<file path="config.mk">
export PLATFORM = sky130hd
export DESIGN_NAME = tt_haz_detect
export DESIGN_NICKNAME = d
export VERILOG_FILES = /design/src/rtl/haz_pkg.sv /design/src/rtl/haz_sat_cnt.sv /design/src/rtl/tt_haz_detect.sv
export SDC_FILE = /design/constraint.sdc
export NUM_CORES = 1
export LEC_CHECK = 0
export ABC_AREA = 0
export CAP_MARGIN = 20
export CORE_MARGIN = 3
export CORE_UTILIZATION = 51
export DETAILED_ROUTE_END_ITERATION = 7
export HOLD_SLACK_MARGIN = 0.02
export PLACE_DENSITY = 0.81
export SLEW_MARGIN = 30
export SYNTH_ARGS = -nofsm -noshare
export SYNTH_HDL_FRONTEND = slang
export SYNTH_SLANG_ARGS = --single-unit
</file>
<file path="constraint.sdc">
create_clock -name clk -period 5.1 [get_ports clk]
set_input_delay 1.02 -clock clk [delete_from_list [all_inputs] [get_ports clk]]
set_output_delay 1.02 -clock clk [all_outputs]
set_load 0.005 [all_outputs]
</file>
<file path="src/rtl/haz_pkg.sv">
// Shared types for the hazard front end: resolver state codes, scoreboard slot, counter width.
package haz_pkg;
  localparam int CNT_W     = 16;
  // Slots carry a fixed-width rd so the struct is shareable; REG_AW must not exceed this.
  localparam int SLOT_RD_W = 8;

  typedef enum logic [2:0] {
    NOR     = 3'd0,
    CON     = 3'd1,
    STA_SIN = 3'd2,
    FLUSH   = 3'd3,
    DAT     = 3'd4,
    STA_N   = 3'd5
  } res_state_e;

  typedef struct packed {
    logic                 valid;
    logic [SLOT_RD_W-1:0] rd;
    logic                 wr;
    logic                 is_load;
  } slot_t;

  // A source hits a slot only if it is read, the slot writes a live non-zero rd, and the names match.
  function automatic logic rd_hit(slot_t s, logic [SLOT_RD_W-1:0] rs, logic used);
    return used & s.valid & s.wr & (s.rd != '0) & (s.rd == rs);
  endfunction
endpackage

</file>
<file path="src/rtl/haz_sat_cnt.sv">
// Saturating up-counter with increment enable.
module haz_sat_cnt
  import haz_pkg::*;
#(
  parameter int W = CNT_W
) (
  input  logic         clk,
  input  logic         rst,
  input  logic         inc,
  output logic [W-1:0] cnt
);
  always_ff @(posedge clk) begin
    if (rst)                   cnt <= '0;
    else if (inc && cnt != '1) cnt <= cnt + W'(1);
  end
endmodule

</file>
<file path="src/rtl/tt_haz_detect.sv">
// Hazard request generator: shadow EX/MEM/WB scoreboard, multiplier busy counter, branch tracker.
module tt_haz_detect
  import haz_pkg::*;
#(
  parameter int REG_AW  = 5,
  parameter int MUL_LAT = 3
) (
  input  logic              clk,
  input  logic              rst,
  input  logic              id_valid,
  input  logic [REG_AW-1:0] id_rs1,
  input  logic [REG_AW-1:0] id_rs2,
  input  logic              id_rs1_used,
  input  logic              id_rs2_used,
  input  logic [REG_AW-1:0] id_rd,
  input  logic              id_wr,
  input  logic              id_is_load,
  input  logic              id_is_mul,
  input  logic              id_is_branch,
  input  logic              id_pred_taken,
  input  logic              br_res_valid,
  input  logic              br_res_taken,
  input  logic              pc_freeze,
  input  logic              do_flush,
  input  logic              resolved,
  output logic              data,
  output logic              fwrd,
  output logic              str,
  output logic              ctrl,
  output logic              branch,
  output logic              crct,
  output logic              id_ready,
  output logic [CNT_W-1:0]  stall_cycles,
  output logic [CNT_W-1:0]  flush_count,
  output logic              proto_err
);
  localparam int MC_W = $clog2(MUL_LAT);

  slot_t                ex, mem, wb, id_slot;
  logic [MC_W-1:0]      mul_cnt;
  logic                 br_pend, br_pred, flush_q;
  logic [SLOT_RD_W-1:0] rs1_x, rs2_x;
  logic                 hit_ex, hit_mem, hold, issue;

  assign rs1_x = SLOT_RD_W'(id_rs1);
  assign rs2_x = SLOT_RD_W'(id_rs2);

  assign id_slot.valid   = 1'b1;
  assign id_slot.rd      = SLOT_RD_W'(id_rd);
  assign id_slot.wr      = id_wr;
  assign id_slot.is_load = id_is_load;

  assign hit_ex  = rd_hit(ex,  rs1_x, id_rs1_used) | rd_hit(ex,  rs2_x, id_rs2_used);
  assign hit_mem = rd_hit(mem, rs1_x, id_rs1_used) | rd_hit(mem, rs2_x, id_rs2_used);

  // The youngest producer decides forwardability; a load still in EX has no data yet.
  assign data = id_valid & (hit_ex | hit_mem);
  assign fwrd = id_valid & (hit_ex ? ~ex.is_load : hit_mem);
  assign str  = id_valid & id_is_mul & (mul_cnt != '0);

  assign hold     = (data & ~fwrd) | str;
  assign issue    = id_valid & ~pc_freeze & ~do_flush & ~hold;
  assign id_ready = issue;

  assign branch = br_pend & br_res_valid;
  assign crct   = branch & (br_res_taken == br_pred);
  assign ctrl   = br_pend | (id_valid & id_is_branch);

  always_ff @(posedge clk) begin
    if (rst) begin
      ex        <= '0;
      mem       <= '0;
      wb        <= '0;
      mul_cnt   <= '0;
      br_pend   <= 1'b0;
      br_pred   <= 1'b0;
      flush_q   <= 1'b0;
      proto_err <= 1'b0;
    end else begin
      wb  <= mem;
      mem <= ex;
      ex  <= issue ? id_slot : '0;

      if (issue && id_is_mul)  mul_cnt <= MC_W'(MUL_LAT - 1);
      else if (mul_cnt != '0)  mul_cnt <= mul_cnt - MC_W'(1);

      // A newly issued branch outranks the clear from an older branch resolving now.
      if (issue && id_is_branch) begin
        br_pend <= 1'b1;
        br_pred <= id_pred_taken;
      end else if (branch || do_flush) begin
        br_pend <= 1'b0;
      end

      flush_q <= do_flush;
      if (resolved && (pc_freeze || do_flush)) proto_err <= 1'b1;
    end
  end

  // WB and the MEM load flag only model retirement; nothing downstream reads them.
  logic unused_slot_bits;
  assign unused_slot_bits = ^{wb, mem.is_load};

  haz_sat_cnt #(.W(CNT_W)) u_stall_cnt (
    .clk (clk),
    .rst (rst),
    .inc (pc_freeze | hold),
    .cnt (stall_cycles)
  );

  haz_sat_cnt #(.W(CNT_W)) u_flush_cnt (
    .clk (clk),
    .rst (rst),
    .inc (do_flush & ~flush_q),
    .cnt (flush_count)
  );
endmodule

</file>
==> flow_metrics.py <==
metrics = {
    "die": {
        "core_mm2": 0.004534,
        "die_area_mm2": 0.005797,
        "initial_utilization_pct": 55.33,
        "top_level_ports": 70,
        "die-width_um": 76.14,
        "fp.dieH_um": 76.14,
        "row_count": 24,
    },
    "clock_tree": {
        "clock_tree_from_tritoncts": "yes",
        "htree_num_levels": 2,
        "clk_transition_reported_paths_ns": 0.09,
        "clockBufferDepth": 2,
        "holdBufCountCts": 0,
        "cts_resized": 0,
        "postCtsSetupBuffers": 0,
        "clock_insertion_delay_worst_skew_ns": 0.30,
        "cts_root_buf": "sky130_fd_sc_hd__clkbuf_8",
        "clkSinkCount": 53,
        "numCtsBuffers": 5,
    },
    "global_routing": {
        "grt_pass1_vias": 2045,
        "gr-total-overflow": 0,
        "largest_net_degree_at_the_start_of_global_routing": 31,
        "grt.total_usage_pct": 19.62,
        "grt_pass1_wl_mm": 9.356,
        "grt_antenna_before_repair": 0,
    },
    "worst_hold_path": {
        "min_path_type": "reg -> reg",
    },
    "logic_synthesis": {
        "postSynthNetCount": 323,
        "synth_edf_count": 0,
        "synth_flop_cell": "sky130_fd_sc_hd__dfxtp_1",
        "synth_top_cell_by_area": "sky130_fd_sc_hd__dfxtp_1",
        "synth_area_leaders": "sky130_fd_sc_hd__dfxtp_1 42%, sky130_fd_sc_hd__xnor2_1 10%, sky130_fd_sc_hd__nor2_1 4.3%",
        "post-synth-top-area-fraction_pct": 42.29,
        "synth-seq-area-share_pct": 42.29,
        "synth-async-reset-ratio_pct": 0,
        "netlist-cell-type-count": 44,
        "syn-mean-instance-area_um2": 8.621,
        "postSynthCellCount": 291,
        "syn-cell-area_mm2": 0.002509,
        "synth.yosys.warnings": 0,
        "yosys_register_bits": 53,
    },
    "final_layout": {
        "finish.cell_count_without_fillers": 422,
        "diodes": 0,
        "layout_commonest_cell": "sky130_fd_sc_hd__clkdlybuf4s50_1",
        "finish.instance_area_mm2": 0.003329,
        "filler_cell_count": 352,
        "area_delta_synth_final_pct": 32.72,
        "commonest_non_fill_non_tap_cells_in_the_layout": "69 x sky130_fd_sc_hd__clkdlybuf4s50_1, 53 x sky130_fd_sc_hd__dfxtp_1, 30 x sky130_fd_sc_hd__xnor2_1",
        "nets": 389,
        "post_route_cells_drive_above_1_share_pct": 4.762,
    },
    "drt": {
        "viasPerCell": 5.322,
        "wl_per_cell_um": 13.37,
        "first_pass_iters": 4,
        "vias": 2246,
        "drc": 0,
        "drtIter0Drc": 123,
        "finalWirelength_mm": 5.641,
        "count_of_antenna_violating_nets_left_after_detailed_routing": 0,
    },
    "timing": {
        "finalHoldWorstSlack_ns": 0.4578,
        "final-hold-violation-count": 0,
        "post-route-period-util_pct": 85.20,
        "report.final.slew_viol_count": 0,
        "fin_setup_tns_ns": 0,
        "worst_slew_margin_rel_pct": 43.42,
        "rsz0062_at_grt": "false",
        "tightest_slew_ns": 0.8461,
        "finalCriticalPeriod_ns": 4.345,
        "maxClockFrequency_mhz": 230.1,
        "count_of_final_setup_violators": 0,
        "clock_skew_ns": 0.007832,
    },
    "worst_setup_path": {
        "cpPeakStageDelay_ns": 0.52,
        "criticalPathCategory": "in -> out",
        "timing.critical_path.from_type": "primary input",
        "worst_path_dominant_cell_family": "buffers and inverters",
        "timing.critical_path.required_ns": 4.08,
        "reg2reg_slack_ns": 2.78,
        "end_kind": "output port",
        "crit_top_cell": "sky130_fd_sc_hd__clkdlybuf4s50_1",
        "worst-path-buf-inv": 2,
        "cp_max_fo": 3,
        "cp_slowest_cell": "sky130_fd_sc_hd__clkdlybuf4s50_1",
        "critical_path.cell_chain": "clkdlybuf4s50_1 -> xnor2_1 -> nand4_1 -> o22ai_1 -> or3b_2 -> o31ai_1 -> and2_1 -> clkdlybuf4s50_1",
        "worst_endpoint_data_arrival_time_ns": 3.33,
    },
    "placement": {
        "dpl-instance-area_mm2": 0.003243,
        "detailed_place_hpwl_mm": 4.246,
        "port_buffers": 69,
        "post-place-cells": 415,
        "globalplace.congestion": 0.8691,
    },
    "pwr": {
        "worst_ir_drop_vdd_v": 0.0001492,
        "powerDensity_mw_per_mm2": 220.9,
        "p_leak_uw": 0.001077,
        "finalPower_uw": 735.6,
    },
    "run": {
        "max_cap_viol_count": 0,
    },
    "status": {
        "run_status": "finished clean",
    },
}
## synth_stat cells, types with 2 or more instances
cell type                  instances
sky130_fd_sc_hd__a21oi_1          19
sky130_fd_sc_hd__and2_1           12
sky130_fd_sc_hd__inv_1             7
sky130_fd_sc_hd__or2_2             2
sky130_fd_sc_hd__nor2b_1          10
sky130_fd_sc_hd__o31ai_1           6
sky130_fd_sc_hd__buf_1             2
sky130_fd_sc_hd__dfxtp_1          53
sky130_fd_sc_hd__nand2_1          20
sky130_fd_sc_hd__nand4_1          15
sky130_fd_sc_hd__nor2_1           29
sky130_fd_sc_hd__or3_1            10
sky130_fd_sc_hd__or4_1             8
sky130_fd_sc_hd__mux2i_1           3
sky130_fd_sc_hd__nor3_1            4
sky130_fd_sc_hd__nand3_1          12
sky130_fd_sc_hd__and4_1            2
sky130_fd_sc_hd__xnor2_1          30
sky130_fd_sc_hd__clkbuf_1          7
sky130_fd_sc_hd__o21ai_0           3
sky130_fd_sc_hd__o21ai_1           9
sky130_fd_sc_hd__xor2_1            5
sky130_fd_sc_hd__ha_1              2
## state kept, by name, summed over array words and instances (netlist names)
register,count
mul_cnt,2
br_pred,1
u_flush_cnt.cnt,16
ex,8
flush_q,1
proto_err,1
u_stall_cnt.cnt,16
mem,7
br_pend,1
## final timing paths
path | startpoint | to | cells past startpoint
worst max register to register | u_stall_cnt.cnt[3]$_SDFFE_PP0P_ | u_stall_cnt.cnt[1]$_SDFFE_PP0P_ | 6
worst min-delay path | mul_cnt[0]$_SDFFE_PP0P_ | mul_cnt[0]$_SDFFE_PP0P_ | 1
worst min register to register | mul_cnt[0]$_SDFFE_PP0P_ | mul_cnt[0]$_SDFFE_PP0P_ | 1
worst max-delay path | id_rs2[3] | fwrd | 8
## cell families (layout without fill, tap and decap cells)
group,Yosys count,after routing,synth area share [%]
DFF,53,53,42.29
buffers and inverters,19,85,3.292
adders and majority gates,2,2,0.9973
xor gates and xnor gates,35,35,12.22
AOI/OAI and AO/OA,46,46,11.27
and+or+nand+nor,133,133,28.73
muxes,3,3,1.197
## report_power, final
group / switching [uW] / internal [uW]
registers: 6.54 / 420
clock network: 126 / 108
logic: 31.3 / 44.1
total: 163 / 572
## layer usage
metal / GRT usage, % / routed length, um / up-vias
li1: - / - / 1154
met1: 23.74 / 2537 / 1021
met2: 33.33 / 2716 / 62
met3: 6.028 / 306 / 9
met4: 6.159 / 81 / 0
met5: 0 / 0 / -
## through the flow
stage                     worst slack, ns  util [%]
after floorplan                     1.945         -
after global placement             0.8700     71.36
after detailed placement           0.7711     71.52
after CTS                          0.7597     73.43
after global routing               0.6394     73.43
final                              0.7546     73.43
## area by class of cell
| type | count | area (um^2) | share of cell area (%) |
|---|---|---|---|
| Tap cell | 65 | 81.33 | 2.443 |
| Clock buffer | 7 | 86.33 | 2.593 |
| Sequential cell | 53 | 1061 | 31.87 |
| Inverter | 8 | 30.03 | 0.9019 |
| Multi-Input combinational cell | 219 | 1373 | 41.23 |
| Timing Repair Buffer | 70 | 698.2 | 20.97 |
(Power assumes the default switching activity.)
